**src/rtl/wb_spi_bridge_pkg.sv**
```systemverilog
// wb_spi_bridge_pkg: shared register map, FSM encoding and field layout for the Wishbone-to-SPI bridge.
package wb_spi_bridge_pkg;
    localparam logic [1:0] ADR_CONFIG = 2'd0;
    localparam logic [1:0] ADR_TXDATA = 2'd1;
    localparam logic [1:0] ADR_RXDATA = 2'd2;
    localparam logic [1:0] ADR_STATUS = 2'd3;
    typedef enum logic [2:0] {S_IDLE, S_ISSUE, S_WAIT, S_RESP, S_ERR} state_t;
    localparam int ST_BUSY = 0;
    localparam int ST_RX_EMPTY = 1;
    localparam int ST_TIMEOUT = 2;
    localparam int DIN_BYTE = 0;
    localparam int DIN_START = 8;
    localparam int DIN_STOP = 9;
    localparam int DIN_RX = 10;
    localparam int DIN_MODE = 0;
    localparam int DIN_ENDIAN = 2;
    localparam int DIN_BAUD = 3;
    localparam int DIN_W = DIN_RX + 1;
    function automatic logic [31:0] status_word(logic timeout, logic rx_empty, logic busy);
        status_word = '0;
        status_word[ST_TIMEOUT] = timeout;
        status_word[ST_RX_EMPTY] = rx_empty;
        status_word[ST_BUSY] = busy;
    endfunction
endpackage

```
**src/rtl/wb_spi_bridge_if.sv**
```systemverilog
// wb_spi_bridge_if: Wishbone classic slave bus seen by the bridge.
interface wb_spi_bridge_if;
    logic        wb_cyc_i;
    logic        wb_stb_i;
    logic        wb_we_i;
    logic [1:0]  wb_adr_i;
    logic [31:0] wb_dat_i;
    logic [31:0] wb_dat_o;
    logic        wb_ack_o;
    logic        wb_err_o;
    modport master(output wb_cyc_i, wb_stb_i, wb_we_i, wb_adr_i, wb_dat_i,
                   input wb_dat_o, wb_ack_o, wb_err_o);
    modport slave(input wb_cyc_i, wb_stb_i, wb_we_i, wb_adr_i, wb_dat_i,
                  output wb_dat_o, wb_ack_o, wb_err_o);
endinterface

```
**src/rtl/wb_spi_bridge.sv**
```systemverilog
// wb_spi_bridge: turns Wishbone accesses into one-cycle strobes for the SPI interface stage,
// retrying unacknowledged strobes until TIMEOUT and reporting the result as ack or err.
module wb_spi_bridge
    import wb_spi_bridge_pkg::*;
#(
    parameter int TIMEOUT = 255
) (
    input  logic                clk,
    input  logic                rst,
    wb_spi_bridge_if.slave      wb,
    output logic [DIN_W-1:0]    if_din,
    output logic                if_cmd,
    output logic                if_wr,
    output logic                if_rd,
    input  logic [8:0]          if_dout,
    input  logic                if_ack
);
    state_t      state, state_nxt;
    logic [7:0]  cnt;
    logic [1:0]  adr_q;
    logic        we_q;
    logic [8:0]  rdata;
    logic        timeout_q;
    logic        busy_q;
    logic        req, legal, accept, unused_ok;

    assign req = wb.wb_cyc_i & wb.wb_stb_i;
    assign legal = wb.wb_we_i ? (wb.wb_adr_i == ADR_CONFIG || wb.wb_adr_i == ADR_TXDATA)
                              : (wb.wb_adr_i == ADR_RXDATA);
    assign accept = state == S_IDLE && req;
    assign unused_ok = ^wb.wb_dat_i[31:DIN_W];

    always_comb begin
        state_nxt = state;
        if_cmd = 1'b0;
        if_wr = 1'b0;
        if_rd = 1'b0;
        wb.wb_ack_o = 1'b0;
        wb.wb_err_o = 1'b0;
        wb.wb_dat_o = '0;
        case (state)
            S_IDLE: state_nxt = !req ? S_IDLE : wb.wb_adr_i == ADR_STATUS ? S_RESP : legal ? S_ISSUE : S_ERR;
            S_ISSUE: begin
                if_cmd = adr_q == ADR_CONFIG && we_q;
                if_wr = adr_q == ADR_TXDATA && we_q;
                if_rd = adr_q == ADR_RXDATA && !we_q;
                state_nxt = wb.wb_cyc_i ? S_WAIT : S_IDLE;
            end
            // A missing ack means the downstream stage could not take the strobe (e.g. TX FIFO full): retry it.
            S_WAIT: state_nxt = !wb.wb_cyc_i ? S_IDLE : if_ack ? S_RESP : cnt == 8'(TIMEOUT) ? S_ERR : S_ISSUE;
            S_RESP: begin
                wb.wb_ack_o = req;
                wb.wb_dat_o = !req || we_q ? '0 : adr_q == ADR_STATUS ? status_word(timeout_q, rdata[8], busy_q) : {23'b0, rdata};
                state_nxt = S_IDLE;
            end
            S_ERR: begin
                wb.wb_err_o = req;
                state_nxt = S_IDLE;
            end
            default: state_nxt = S_IDLE;
        endcase
    end

    always_ff @(posedge clk or negedge rst) begin
        if (!rst) begin
            state <= S_IDLE;
            cnt <= '0;
            adr_q <= '0;
            we_q <= 1'b0;
            if_din <= '0;
            rdata <= 9'h100;
            timeout_q <= 1'b0;
            busy_q <= 1'b0;
        end else begin
            state <= state_nxt;
            if (state == S_IDLE) cnt <= '0;
            else if (state == S_WAIT && state_nxt == S_ISSUE && cnt != 8'hff) cnt <= cnt + 8'd1;
            if (accept) begin
                adr_q <= wb.wb_adr_i;
                we_q <= wb.wb_we_i;
            end
            if (accept && state_nxt == S_ISSUE) if_din <= wb.wb_dat_i[DIN_W-1:0];
            if (if_rd) rdata <= if_dout;
            if (state == S_ERR) timeout_q <= 1'b1;
            else if (accept && wb.wb_we_i && wb.wb_adr_i == ADR_STATUS && wb.wb_dat_i[ST_TIMEOUT]) timeout_q <= 1'b0;
            // Busy tracks a strobe the downstream stage has not yet acknowledged, even after an abort.
            if (if_cmd || if_wr || if_rd) busy_q <= 1'b1;
            else if (if_ack) busy_q <= 1'b0;
        end
    end
endmodule
```
**src/flat_wrapper.sv**
```systemverilog
// flat-port wrapper written by rule: the top's interface ports become plain ports
module wb_spi_bridge_flat import wb_spi_bridge_pkg::*;
#(
    parameter int TIMEOUT = 255
)
  (clk, rst, if_din, if_cmd, if_wr, if_rd, if_dout, if_ack, wb_wb_cyc_i, wb_wb_stb_i, wb_wb_we_i, wb_wb_adr_i, wb_wb_dat_i, wb_wb_dat_o, wb_wb_ack_o, wb_wb_err_o);
  wb_spi_bridge_if wb_i ();
  input  logic clk;
  input  logic rst;
  output logic [DIN_W-1:0] if_din;
  output logic if_cmd;
  output logic if_wr;
  output logic if_rd;
  input  logic [8:0] if_dout;
  input  logic if_ack;
  input wire logic [$bits(wb_i.wb_cyc_i)-1:0] wb_wb_cyc_i;
  input wire logic [$bits(wb_i.wb_stb_i)-1:0] wb_wb_stb_i;
  input wire logic [$bits(wb_i.wb_we_i)-1:0] wb_wb_we_i;
  input wire logic [$bits(wb_i.wb_adr_i)-1:0] wb_wb_adr_i;
  input wire logic [$bits(wb_i.wb_dat_i)-1:0] wb_wb_dat_i;
  output wire logic [$bits(wb_i.wb_dat_o)-1:0] wb_wb_dat_o;
  output wire logic [$bits(wb_i.wb_ack_o)-1:0] wb_wb_ack_o;
  output wire logic [$bits(wb_i.wb_err_o)-1:0] wb_wb_err_o;
  assign wb_i.wb_cyc_i = wb_wb_cyc_i;
  assign wb_i.wb_stb_i = wb_wb_stb_i;
  assign wb_i.wb_we_i = wb_wb_we_i;
  assign wb_i.wb_adr_i = wb_wb_adr_i;
  assign wb_i.wb_dat_i = wb_wb_dat_i;
  assign wb_wb_dat_o = wb_i.wb_dat_o;
  assign wb_wb_ack_o = wb_i.wb_ack_o;
  assign wb_wb_err_o = wb_i.wb_err_o;
  wb_spi_bridge #(.TIMEOUT(TIMEOUT)) u_core (.clk(clk), .rst(rst), .wb(wb_i), .if_din(if_din), .if_cmd(if_cmd), .if_wr(if_wr), .if_rd(if_rd), .if_dout(if_dout), .if_ack(if_ack));
endmodule
```
**config.mk**
```make
export PLATFORM = sky130hd
export DESIGN_NAME = wb_spi_bridge_flat
export DESIGN_NICKNAME = d
export VERILOG_FILES = /design/src/rtl/wb_spi_bridge_pkg.sv /design/src/rtl/wb_spi_bridge_if.sv /design/src/rtl/wb_spi_bridge.sv /design/src/flat_wrapper.sv
export SDC_FILE = /design/constraint.sdc
export NUM_CORES = 1
export LEC_CHECK = 0
export BUFFER_PORTS_ARGS = -buffer_cell sky130_fd_sc_hd__buf_2
export CAP_MARGIN = 20
export CORE_ASPECT_RATIO = 1.4
export CORE_UTILIZATION = 38
export DETAILED_ROUTE_END_ITERATION = 10
export HOLD_SLACK_MARGIN = 0.03
export PLACE_DENSITY_LB_ADDON = 0.1
export SYNTH_ARGS = -nofsm -noshare
export SYNTH_HDL_FRONTEND = slang
export SYNTH_SLANG_ARGS = --single-unit
```
**constraint.sdc**
```tcl
create_clock -name clk -period 2.1 [get_ports clk]
set_input_delay 0.42 -clock clk [delete_from_list [all_inputs] [get_ports clk]]
set_output_delay 0.42 -clock clk [all_outputs]
set_load 0.01 [all_outputs]
```
==> metrics.cfg, run 1 <==
[logic_synthesis]
yosysTopAreaCell = dfrtp_1
synth_area_um2 = 1960
synth_most_common_cell = dfrtp_1
synthCells = 175
synth_async_sr_flop_share = 1.00
post_synth_num_cell_types = 42
synthTopCellsByArea = dfrtp_1, buf_4, mux2_2, mux2_4, nand2_1
synth.avg_cell_area_um2 = 11.2
synth-main-ff-cell = dfrtp_1
synth_seq_cells = 36
synth_enable_flop_cells = 0
synth_top_area_share = 0.448
ys_seq_area_frac = 0.461
ys_warn_count = 0
synth_common_cells = dfrtp_1, buf_4, mux2_2

[die]
ios = 97
core_area_um2 = 4920
start_util = 0.398
die_x_um = 62.7
dieArea_um2 = 5440
rows = 30
dieHeight_um = 86.9

[layout]
post_route_cells_drive_above_1_share = 0.460
synthToLayoutAreaGrowth_pct = 24.8
final_area_um2 = 2440
nets = 297
fillers = 493
antennaDiodeCount = 0
stdcell_count = 312
utilization = 0.497

[clocking]
clk_path_buf_depth = 2
cts_tree = yes
cts-root-buf = clkbuf_8
clk_latency_ns = 0.29
holdBufCountCts = 0
cts_num_sinks = 36
cts_max_level = 2
clkSlewWorstSetupHoldPaths_ns = 0.07
numCtsBuffers = 5

[critical_path]
r2r_end = u_core.if_din[3]$_DFFE_PN0P_
crit_start = u_core.state[2]$_DFF_PN0_
path_max_fanout = 6
r2r-start = u_core.cnt[0]$_DFFE_PN0P_
path_class = reg2out
r2r_slack_ns = 0.11
max_stage_delay_ns = 0.40
slowest_stage = dfrtp_1
cp-start-kind = register
path_cells = nor2b_2 -> and4_4 -> nand2b_4 -> a21oi_2 -> buf_4 -> and2_1 -> buf_2
critical_path_arrival_ns = 1.60
critical_path.endpoint_type = primary output
r2r_cells = 6
worst_ep_required_time_ns = 1.68

[drt]
avgViaCountPerCell = 4.59
firstDrtPassIters = 4
drt.antenna.violating_nets = 0
num_vias = 1431
wl_mm = 3.88
drc = 0
wl_per_cell_um = 12.4
drt_iter0_drc = 61

[global_route]
grt_pass1_wl_mm = 6.36
grt_max_degree = 17
grtUsageTotal = 0.152
grt_pass1_vias = 1338
grt_overflow = 0
antenna_found_initial = 0

[worst_hold_path]
hold_class = in2async

[pwr]
vdd_drop_max_mv = 0.417
power.leakage_nw = 1.25
power_density_nw_per_um2 = 886

[status]
outcome = complete, no violations

[timing]
fmax_mhz = 496
rsz0062_at_grt = yes
hold_viol = 0
min_period_over_period = 0.960
fin_crit_ns = 2.02
slew_viol_final = 0
fin_worst_skew_ns = 0.00511
setup_tns_ns = 0
report.final.setup_viol = 0

[placement]
hpwl_mm = 3.02
dpl-instance-area_um2 = 2280
place_inst = 300
gp_congestion = 0.709
port_buffers = 52

[run]
max_cap_viol_count = 0

what timing repair did:
item	in CTS	in global routing
pin swaps	0	3
gates cloned	0	0
buffers inserted	2	2
gates resized for setup	1	6
setup endpoints to repair	7	7
critical path, delay by kind of cell, from the launching register on:
kind            cells  cell delay [ns]
simple gates        4             0.57
flops               1             0.40
buf+inv             2             0.25
compound gates      1             0.09
metal layers:
layer	global-route usage	part of all wire	vias to the layer above
met4	0.0634	0.015	0
li1	-	-	703
met5	0	0	-
met3	0.0366	0.045	6
met2	0.271	0.52	43
met1	0.173	0.42	679
final cells by class:
class | count | area (µm²) | area share
clock buffers | 6 | 72.6 | 0.0297
well taps | 64 | 80.1 | 0.0328
flip-flops and latches | 36 | 902 | 0.369
inverters | 4 | 15.0 | 0.00615
repair buffers | 69 | 394 | 0.161
clock inverters | 2 | 35.0 | 0.0143
multi-input cells | 131 | 943 | 0.386
stage by stage:
stage               power (mW)  setup WS (ns)  hold WS (ns)
floorplan                 1.39          0.231         0.124
global placement          1.55         0.0728         0.352
detailed placement        1.57         0.0811         0.351
CTS                       2.18         0.0260        0.0335
global route              2.30        0.00532        0.0499
finish                    2.16         0.0841        0.0305
registers in the layout, indices dropped and copies added, names as in the netlist:
register,count
u_core.cnt,8
u_core.if_din,11
u_core.rdata,9
u_core.timeout_q,1
u_core.adr_q,2
u_core.state,3
u_core.busy_q,1
u_core.we_q,1
kinds of logic (layout without fill, tap and decap cells):
| family | Yosys count | after routing | share of synthesized area |
|---|---|---|---|
| simple gates | 64 | 64 | 0.191 |
| flops | 36 | 36 | 0.461 |
| buf+inv | 30 | 81 | 0.111 |
| mux | 25 | 25 | 0.162 |
| compound gates | 13 | 13 | 0.0448 |
| xor+xnor | 5 | 5 | 0.0224 |
| fa+ha+maj | 1 | 1 | 0.00639 |
| other cells | 1 | 23 | 0.00192 |
power by group:
part           total, mW  internal, mW  switching, mW
Clock              0.602         0.352          0.250
Sequential          1.02         0.891          0.127
Combinational      0.545         0.313          0.232
Total               2.16          1.56          0.609
cells in the final DEF, fill, tap and decap left out, drive strengths merged, types with 6 or more instances in the layout:
master,Yosys,final
nand3,8,8
buf,26,69
mux2,24,24
nor2,14,14
conb,1,23
clkbuf,0,6
and2,6,6
nand2,13,13
dfrtp,35,35
how the worst max path moves through the flow:
stage | end | slack, ns | depth (start not counted)
3_5_place_dp | wb_wb_dat_o[7] | 0.08 | 8
4_1_cts | wb_wb_dat_o[7] | 0.03 | 7
6_report | wb_wb_dat_o[5] | 0.08 | 7
5_1_grt | wb_wb_dat_o[5] | 0.005 | 7
2_1_floorplan | wb_wb_dat_o[3] | 0.23 | 5
3_3_place_gp | u_core.if_din[7]$_DFFE_PN0P_ | 0.07 | 7
No activity file was read; power rests on OpenSTA's default activity.
==> run 2: changes to the inputs <==
PLACE_DENSITY = 0.68   (was not set)
PLACE_DENSITY_LB_ADDON = not set   (was 0.1)
==> run 2 against run 1 <==
Effect of this change:
- combinational power about the same
- highest routed layer unchanged
- critical endpoint is now wb_wb_dat_o[8]
- register-to-register slack better by 0.02 ns
- largest power group unchanged
- maximum frequency shrank 0.70%
- largest cell class unchanged
==> metrics.cfg, run 2 (synthesis gave the netlist of run 1 again) <==
[status]
outcome = complete, no violations

[die]
dieHeight_um = 86.9
die_x_um = 62.7
core_area_um2 = 4920
rows = 30
dieArea_um2 = 5440
ios = 97
start_util = 0.398

[placement]
hpwl_mm = 2.78
gp_congestion = 0.773
port_buffers = 52
place_inst = 297

[layout]
post_route_cells_drive_above_1_share = 0.465
fillers = 478
multi_input_area_um2 = 956
final_common_cell = buf_2
stdcell_count = 307
largest_register_ffs = 11
ff_latch_area_um2 = 902
nets = 292
reg_top3 = u_core.if_din: 11 flops, u_core.rdata: 9 flops, u_core.cnt: 8 flops
antennaDiodeCount = 0
synthToLayoutAreaGrowth_pct = 24.6
final_cell_mix = buf_2, dfrtp_1, conb_1, mux2_2
regMostFlops = u_core.if_din

[timing]
fmax_mhz = 493
fin_crit_ns = 2.03
worst_pin_slew_ns = 0.792
max_slew_margin = 0.472
report.final.setup_viol = 0
hold_viol = 0
rsz0062_at_grt = yes
fin_worst_skew_ns = 0.00749
slew_viol_final = 0
min_period_over_period = 0.967
whs_ns = 0.211

[drt]
wl_per_cell_um = 12.1
avgViaCountPerCell = 4.66
wl_mm = 3.73
drt.antenna.violating_nets = 0
drc = 0
met1_length_mm = 1.55
drt_iter0_drc = 27
dr_wl_met3_um = 163
wl_met2_mm = 1.96
highest_layer = met4
firstDrtPassIters = 4
num_vias = 1431

[pwr]
vdd_drop_max_mv = 0.424
p_switching_mw = 0.615
sw_frac_of_total = 0.300
pwr-share-comb = 0.265
internal_power_mw = 1.43
power_density_nw_per_um2 = 840
power.leakage_nw = 1.23
p_seq_frac = 0.501
p_clk_frac = 0.234

[global_route]
grt_pass1_vias = 1358
grt_overflow = 0
antenna_found_initial = 0
grtUsageTotal = 0.148
grt_pass1_wl_mm = 6.22
grt_max_degree = 37

[critical_path]
critical_path_arrival_ns = 1.61
path_class = reg2out
critical_path.endpoint_type = primary output
cp-start-kind = register
worst_ep_required_time_ns = 1.68
path_max_fanout = 6

[clocking]
cts_max_level = 2
cts-root-buf = clkbuf_8
clkSlewWorstSetupHoldPaths_ns = 0.07
numCtsBuffers = 5
clk_latency_ns = 0.29
cts_tree = yes
cts_num_sinks = 36
clk_path_buf_depth = 2

[run]
max_cap_viol_count = 0

[worst_hold_path]
hold_class = in2async

==> run 2: changes by cell type in the layout (fill, tap and decap cells not counted), moves of 4 or more <==
cell    delta
and2_1     -4
and2_4     +4
buf_2      -4
buf_4      -7
buf_6      +5
==> run 2: layer usage <==
layer | track usage | up-vias
met5 | 0 | -
met4 | 0.0571 | 0
met3 | 0.0366 | 5
met2 | 0.262 | 47
met1 | 0.170 | 696
li1 | - | 683
==> run 2: timing repair <==
item                       CTS  global route
pin swaps                    0             6
setup endpoints to repair    9             6
buffers inserted             2             0
gates resized for setup      2            14
hold buffers                 0             0
==> run 2: through the flow <==
stage          area (µm²)  setup slack [ns]  setup TNS, ns  total power, mW   util
2_1_floorplan        2040             0.231              0             1.39      -
3_3_place_gp         2270            0.0362              0             1.54  0.461
3_5_place_dp         2270            0.0155              0             1.57  0.461
4_1_cts              2370           0.00259              0             2.06  0.482
5_1_grt              2440           -0.0160        -0.0529             2.18  0.496
6_report             2440            0.0698              0             2.05  0.496
==> run 2: power groups by stage <==
stage / logic (mW) / registers, mW / clock network, mW
after floorplan: 0.370 / 1.02 / 0
after global placement: 0.527 / 1.01 / 0
after detailed placement: 0.540 / 1.03 / 0
after CTS: 0.545 / 1.01 / 0.498
after global routing: 0.594 / 1.05 / 0.532
final: 0.542 / 1.03 / 0.481
==> run 2: path summary, 6_finish.rpt <==
check / start / end / slack (ns) / depth (start not counted)
setup reg to reg: u_core.cnt[0]$_DFFE_PN0P_ / u_core.if_din[0]$_DFFE_PN0P_ / 0.13 / 6
min in group clk: wb_wb_dat_i[10] / u_core.if_din[10]$_DFFE_PN0P_ / 0.35 / 2
hold / removal: rst / u_core.state[1]$_DFF_PN0_ / 0.21 / 1
max in group asynchronous: rst / u_core.cnt[0]$_DFFE_PN0P_ / 1.38 / 1
hold reg to reg: u_core.if_din[1]$_DFFE_PN0P_ / u_core.if_din[1]$_DFFE_PN0P_ / 0.50 / 1
setup / recovery: u_core.state[2]$_DFF_PN0_ / wb_wb_dat_o[8] / 0.07 / 7
==> run 2: layout make-up <==
| class | instances | area share |
|---|---|---|
| inverters | 4 | 0.00616 |
| repair buffers | 64 | 0.163 |
| flip-flops and latches | 36 | 0.370 |
| clock buffers | 5 | 0.0282 |
| multi-input cells | 131 | 0.392 |
| clock inverters | 3 | 0.00770 |
| well taps | 64 | 0.0328 |
==> run 2: critical path, cell delays in order, from the launching register on <==
cell and delay (ns):
dfrtp_1 0.39, nor2b_2 0.15, and4_4 0.26, nand2b_4 0.06, a21oi_4 0.12, buf_6 0.13, and2_1 0.11, buf_2 0.12
